### src/rtl/nibble_serial_adder.sv
// nibble_serial_adder: multi-cycle W-bit adder/subtractor built around one
// 4-bit ripple slice. Each RUN cycle processes one operand nibble, least
// significant first, and the slice carry is registered between cycles.
//
// Ports:
//   clk       rising-edge clock
//   rst_n     asynchronous active-low reset
//   start     request, honoured when not busy (IDLE or DONE)
//   sub       0 = a+b, 1 = a-b, latched at start
//   a, b      W-bit two's-complement operands, latched at start
//   busy      high while RUN
//   done      one-cycle pulse; results valid from this cycle on
//   sum       W-bit result, updated only when an operation completes
//   carryout  carry out of bit W-1 (for subtract, 1 = no borrow)
//   overflow  signed overflow of the full W-bit operation

// One full-adder cell.
module nsa_full_adder (
  input  logic i_a,
  input  logic i_b,
  input  logic i_cin,
  output logic o_sum,
  output logic o_cout
);
  assign o_sum  = i_a ^ i_b ^ i_cin;
  assign o_cout = (i_a & i_b) | (i_cin & (i_a ^ i_b));
endmodule

// 4-bit ripple slice; exposes the carry into bit 3 for overflow detection.
module nsa_slice4 (
  input  logic [3:0] i_a,
  input  logic [3:0] i_b,
  input  logic       i_cin,
  output logic [3:0] o_sum,
  output logic       o_c3,
  output logic       o_cout
);
  logic [4:0] w_c;

  assign w_c[0] = i_cin;

  for (genvar g = 0; g < 4; g++) begin : g_cell
    nsa_full_adder u_fa (
      .i_a    (i_a[g]),
      .i_b    (i_b[g]),
      .i_cin  (w_c[g]),
      .o_sum  (o_sum[g]),
      .o_cout (w_c[g+1])
    );
  end

  assign o_c3   = w_c[3];
  assign o_cout = w_c[4];
endmodule

module nibble_serial_adder #(
  parameter int unsigned NIBBLES = 4
) (
  input  logic                   clk,
  input  logic                   rst_n,
  input  logic                   start,
  input  logic                   sub,
  input  logic [4*NIBBLES-1:0]   a,
  input  logic [4*NIBBLES-1:0]   b,
  output logic                   busy,
  output logic                   done,
  output logic [4*NIBBLES-1:0]   sum,
  output logic                   carryout,
  output logic                   overflow
);
  localparam int unsigned W    = 4 * NIBBLES;
  localparam int unsigned IDXW = (NIBBLES > 1) ? $clog2(NIBBLES) : 1;

  typedef enum logic [1:0] {
    ST_IDLE = 2'd0,
    ST_RUN  = 2'd1,
    ST_DONE = 2'd2
  } state_t;

  state_t          r_state;
  logic [W-1:0]    r_a;
  logic [W-1:0]    r_b;       // already inverted for subtract
  logic [W-1:0]    r_res;     // partial result, never driven onto sum
  logic [IDXW-1:0] r_idx;
  logic            r_carry;

  logic [W-1:0]    w_a_shift;
  logic [W-1:0]    w_b_shift;
  logic [3:0]      w_a_nib;
  logic [3:0]      w_b_nib;
  logic [3:0]      w_nib_sum;
  logic            w_c3;
  logic            w_cout;
  logic [W-1:0]    w_res_next;
  logic            w_last;
  logic            w_accept;

  // Select the current nibble pair by shifting it down to bit 0.
  assign w_a_shift = r_a >> {r_idx, 2'b00};
  assign w_b_shift = r_b >> {r_idx, 2'b00};
  assign w_a_nib   = w_a_shift[3:0];
  assign w_b_nib   = w_b_shift[3:0];

  nsa_slice4 u_slice (
    .i_a    (w_a_nib),
    .i_b    (w_b_nib),
    .i_cin  (r_carry),
    .o_sum  (w_nib_sum),
    .o_c3   (w_c3),
    .o_cout (w_cout)
  );

  // Partial result with the current slice output merged into nibble idx.
  always_comb begin
    w_res_next = r_res;
    for (int n = 0; n < int'(NIBBLES); n++) begin
      if (r_idx == IDXW'(n)) begin
        w_res_next[4*n +: 4] = w_nib_sum;
      end
    end
  end

  assign w_last   = (r_idx == IDXW'(NIBBLES - 1));
  assign w_accept = start && (r_state != ST_RUN);

  // Controller, datapath registers and registered outputs.
  always_ff @(posedge clk or negedge rst_n) begin
    if (!rst_n) begin
      r_state  <= ST_IDLE;
      r_a      <= '0;
      r_b      <= '0;
      r_res    <= '0;
      r_idx    <= '0;
      r_carry  <= 1'b0;
      busy     <= 1'b0;
      done     <= 1'b0;
      sum      <= '0;
      carryout <= 1'b0;
      overflow <= 1'b0;
    end else if (w_accept) begin
      // Subtract runs as a + ~b + 1: invert b here and seed the carry.
      r_state <= ST_RUN;
      r_a     <= a;
      r_b     <= sub ? ~b : b;
      r_carry <= sub;
      r_idx   <= '0;
      busy    <= 1'b1;
      done    <= 1'b0;
    end else begin
      unique case (r_state)
        ST_IDLE: begin
          busy <= 1'b0;
          done <= 1'b0;
        end
        ST_RUN: begin
          r_res   <= w_res_next;
          r_carry <= w_cout;
          if (w_last) begin
            sum      <= w_res_next;
            carryout <= w_cout;
            overflow <= w_c3 ^ w_cout;
            r_state  <= ST_DONE;
            busy     <= 1'b0;
            done     <= 1'b1;
          end else begin
            r_idx <= r_idx + 1'b1;
          end
        end
        ST_DONE: begin
          r_state <= ST_IDLE;
          busy    <= 1'b0;
          done    <= 1'b0;
        end
        default: begin
          r_state <= ST_IDLE;
          busy    <= 1'b0;
          done    <= 1'b0;
        end
      endcase
    end
  end
endmodule

### config.mk
export PLATFORM = sky130hd
export DESIGN_NAME = nibble_serial_adder
export DESIGN_NICKNAME = d
export VERILOG_FILES = /design/src/rtl/nibble_serial_adder.sv
export SDC_FILE = /design/constraint.sdc
export NUM_CORES = 1
export LEC_CHECK = 0
export CAP_MARGIN = 20
export CELL_PAD_IN_SITES_DETAIL_PLACEMENT = 1
export CELL_PAD_IN_SITES_GLOBAL_PLACEMENT = 1
export CORE_MARGIN = 5
export CORE_UTILIZATION = 25
export DETAILED_ROUTE_END_ITERATION = 12
export GPL_ROUTABILITY_DRIVEN = 0
export PLACE_DENSITY = 0.54
export SETUP_SLACK_MARGIN = 0.02
export SYNTH_ARGS = -nofsm -noshare
export SYNTH_HDL_FRONTEND = slang
export SYNTH_SLANG_ARGS = --single-unit
### constraint.sdc
create_clock -name clk -period 3.2 [get_ports clk]
set_input_delay 0.32 -clock clk [delete_from_list [all_inputs] [get_ports clk]]
set_output_delay 0.32 -clock clk [all_outputs]
set_load 0.01 [all_outputs]
==> flow_summary.ini <==
[status]
status = completed

[cts]
clk_path_buf_depth = 2
clk_latency_ns = 0.33
cts_sinks = 69
h-tree-depth = 3
cts_hold_buffers = 0
cts_tree = done
cts_buffers = 9
cts_root_buffer = clkbuf_16
clkSlewWorstSetupHoldPaths_ns = 0.06

[timing]
post-route-period-util_pct = 94.2
fin_crit_ns = 3.01
tightest_slew_ns = 0.826
finalMaxSlewViolations = 0
setup_viol_count_final = 0
hold_violations = 0
rsz0062_at_grt = false
fmax_ghz = 0.332
finalSetupTns_ns = 0
maxSlewHeadroom_pct = 44.9
skew_ns = 0.00457

[place]
dp.final_hpwl_mm = 5.30
portBuffers = 55

[grt]
grt_usage_pct = 10.4
grt_pass1_vias = 2367
grt_pass1_wl_mm = 12.2
grt_overflow = 0
grt_max_degree = 36
antenna_found_initial = 0

[final_layout]
area_growth_syn_to_layout_pct = 32.6
num-fill-cells = 1424
multi_input_area_sq_um = 1360
area.sequential_sq_um = 1730
nets = 369
layout-drive-gt1-share_pct = 19.8
num_antenna_cells = 0

[route]
drc = 0
dr.pass1.iters = 4
routed_wl_mm = 7.24
drt_iter0_drc = 37
viasPerCell = 4.19
wire_per_inst_um = 14.5
drtAntennaViolNets = 0
via_count = 2099

[pwr]
finalPower_mw = 5.06
power_leakage_nw = 1.81
ir_worst_vdd_mv = 0.413
power.density_nw_per_um2 = 1180

[floorplan]
die_w_um = 124
rows = 41
fp.coreArea_sq_um = 12700
dieArea_sq_um = 15300
start_util_pct = 25.5
die_y_um = 124
ios = 56

[yosys]
synth.most_common_cell = dfrtp_1
ys_async_sr_fraction_pct = 100
ys.flop_type = dfrtp_1
avgSynthCellArea_sq_um = 12.2
yosysTopAreaCell = dfrtp_1
syn-num-nets = 309
synth.distinct_cells = 22
synth_edf_count = 0
synth_top_area_share_pct = 53.4
synth-seq-cells = 69
yosysWarnings = 0
syn_area_sq_um = 3230
synthTopCellsByCount = dfrtp_1, a21oi_1, nand2_1, o21ai_0, xnor2_1
netlist_top_cells_area = dfrtp_1, mux2_4, mux4_2
ys_seq_area_share_pct = 53.4
synthCells = 265

[critical_path]
path_cells = mux4_2 > fa_1 > inv_1 > fa_1 > inv_1 > fa_1 > inv_1 > fa_2 > inv_2 > mux2i_1 > o21ai_0
worst_ep_required_time_ns = 3.44
slowest_delay_ns = 0.54
worstSetupStartpointType = flip-flop
critical_path_arrival_ns = 3.26
critical_path.slowest_cell = mux4_2
crit_path_end_kind = flip-flop
worst-path-max-fanout = 5
criticalPathCategory = reg2reg

[hold_path]
hp-class = in2async

[run]
cap_violations = 0
==> where the power goes <==
group	internal, mW	leakage, nW	switching [mW]	total, mW
Clock	0.594	0.138	0.351	0.945
Sequential	1.32	0.821	0.241	1.56
Combinational	1.27	0.852	1.28	2.55
Total	3.19	1.81	1.87	5.06
==> state kept, by name (all words and copies together), names as in the netlist <==
register	count
r_res	12
done	1
r_idx	2
r_a	16
r_carry	1
overflow	1
r_state	2
busy	1
carryout	1
r_b	16
sum	16
==> cells by family after synthesis <==
| group | after synthesis | synth area share, % |
|---|---|---|
| AOI/OAI and AO/OA | 60 | 9.48 |
| buffers and inverters | 32 | 4.65 |
| xor gates and xnor gates | 17 | 4.61 |
| and+or+nand+nor | 35 | 4.68 |
| muxes | 44 | 19.1 |
| DFF | 69 | 53.4 |
| adders and majority gates | 8 | 4.03 |
==> worst max-delay path, delay by kind of cell, from the launching register on <==
family	cells	cell delay, ns
adder cells (fa/ha/maj)	4	1.46
flip-flops	1	0.41
AO/OA/AOI/OAI	1	0.16
multiplexers	2	0.60
buffers and inverters	4	0.31
==> cells in the final DEF, fill, tap and decap left out, drive strengths merged <==
cell	netlist	layout
mux2i	10	10
mux4	8	8
mux2	26	26
a21o	1	1
inv	13	13
a21oi	32	32
ha	4	4
xnor2	16	16
nor2	3	3
nand2	26	26
clkbuf	10	10
a22o	1	1
and2	1	1
xor2	1	1
nand2b	1	1
clkdlybuf4s50	0	54
fa	4	4
clkinvlp	0	1
o21ai	26	26
nand3b	4	4
clkinv	0	3
buf	9	14
bufinv	0	1
dfrtp	69	69
==> final timing paths <==
kind,slack [ns],start,cells after the start,endpoint
min in group clk,0.48,sum[4],2,sum[4]
worst max register to register,0.19,r_idx[0],11,sum[3]
worst min-delay path,0.1,rst_n,1,sum[3]
worst max-delay path,0.19,r_idx[0],11,sum[3]
max in group asynchronous,2.41,rst_n,2,r_idx[0]
worst min register to register,0.48,sum[4],2,sum[4]
==> layer usage <==
layer  track usage [%]  wire (um)  share of wire, %
met1              13.8       3530                49
met2              16.0       3250                45
met3              3.77        373               5.2
met4              2.91         82               1.1
met5                 0          0                 0
==> layout make-up <==
class                      count  share of cell area (%)
tap                          172                    5.02
clock buffer                  10                    5.34
sequential                    69                    40.3
multi-input combinational    164                    31.7
timing repair buffer          68                    15.3
clock inverter                 5                    1.23
inverter                      13                    1.14
==> timing repair <==
action,4_1_cts,5_1_grt
endpoints found under the setup margin,0,3
hold endpoints to repair,0,0
buffers inserted,0,3
resized for setup,0,3
==> per-stage QoR <==
step                cell area [sq um]  hold slack, ns  worst slack [ns]  util [%]  instances
detailed placement               3980           0.469            0.0537      31.4        483
global placement                 3980           0.461             0.160      31.4        483
global route                     4290           0.153            0.0276      33.8        501
finish                           4290          0.0954             0.186      33.8        501
CTS                              4260           0.128            0.0443      33.6        498
floorplan                        3230          0.0244             0.125         -        265
Note: power is estimated with default switching activity, not from simulation.
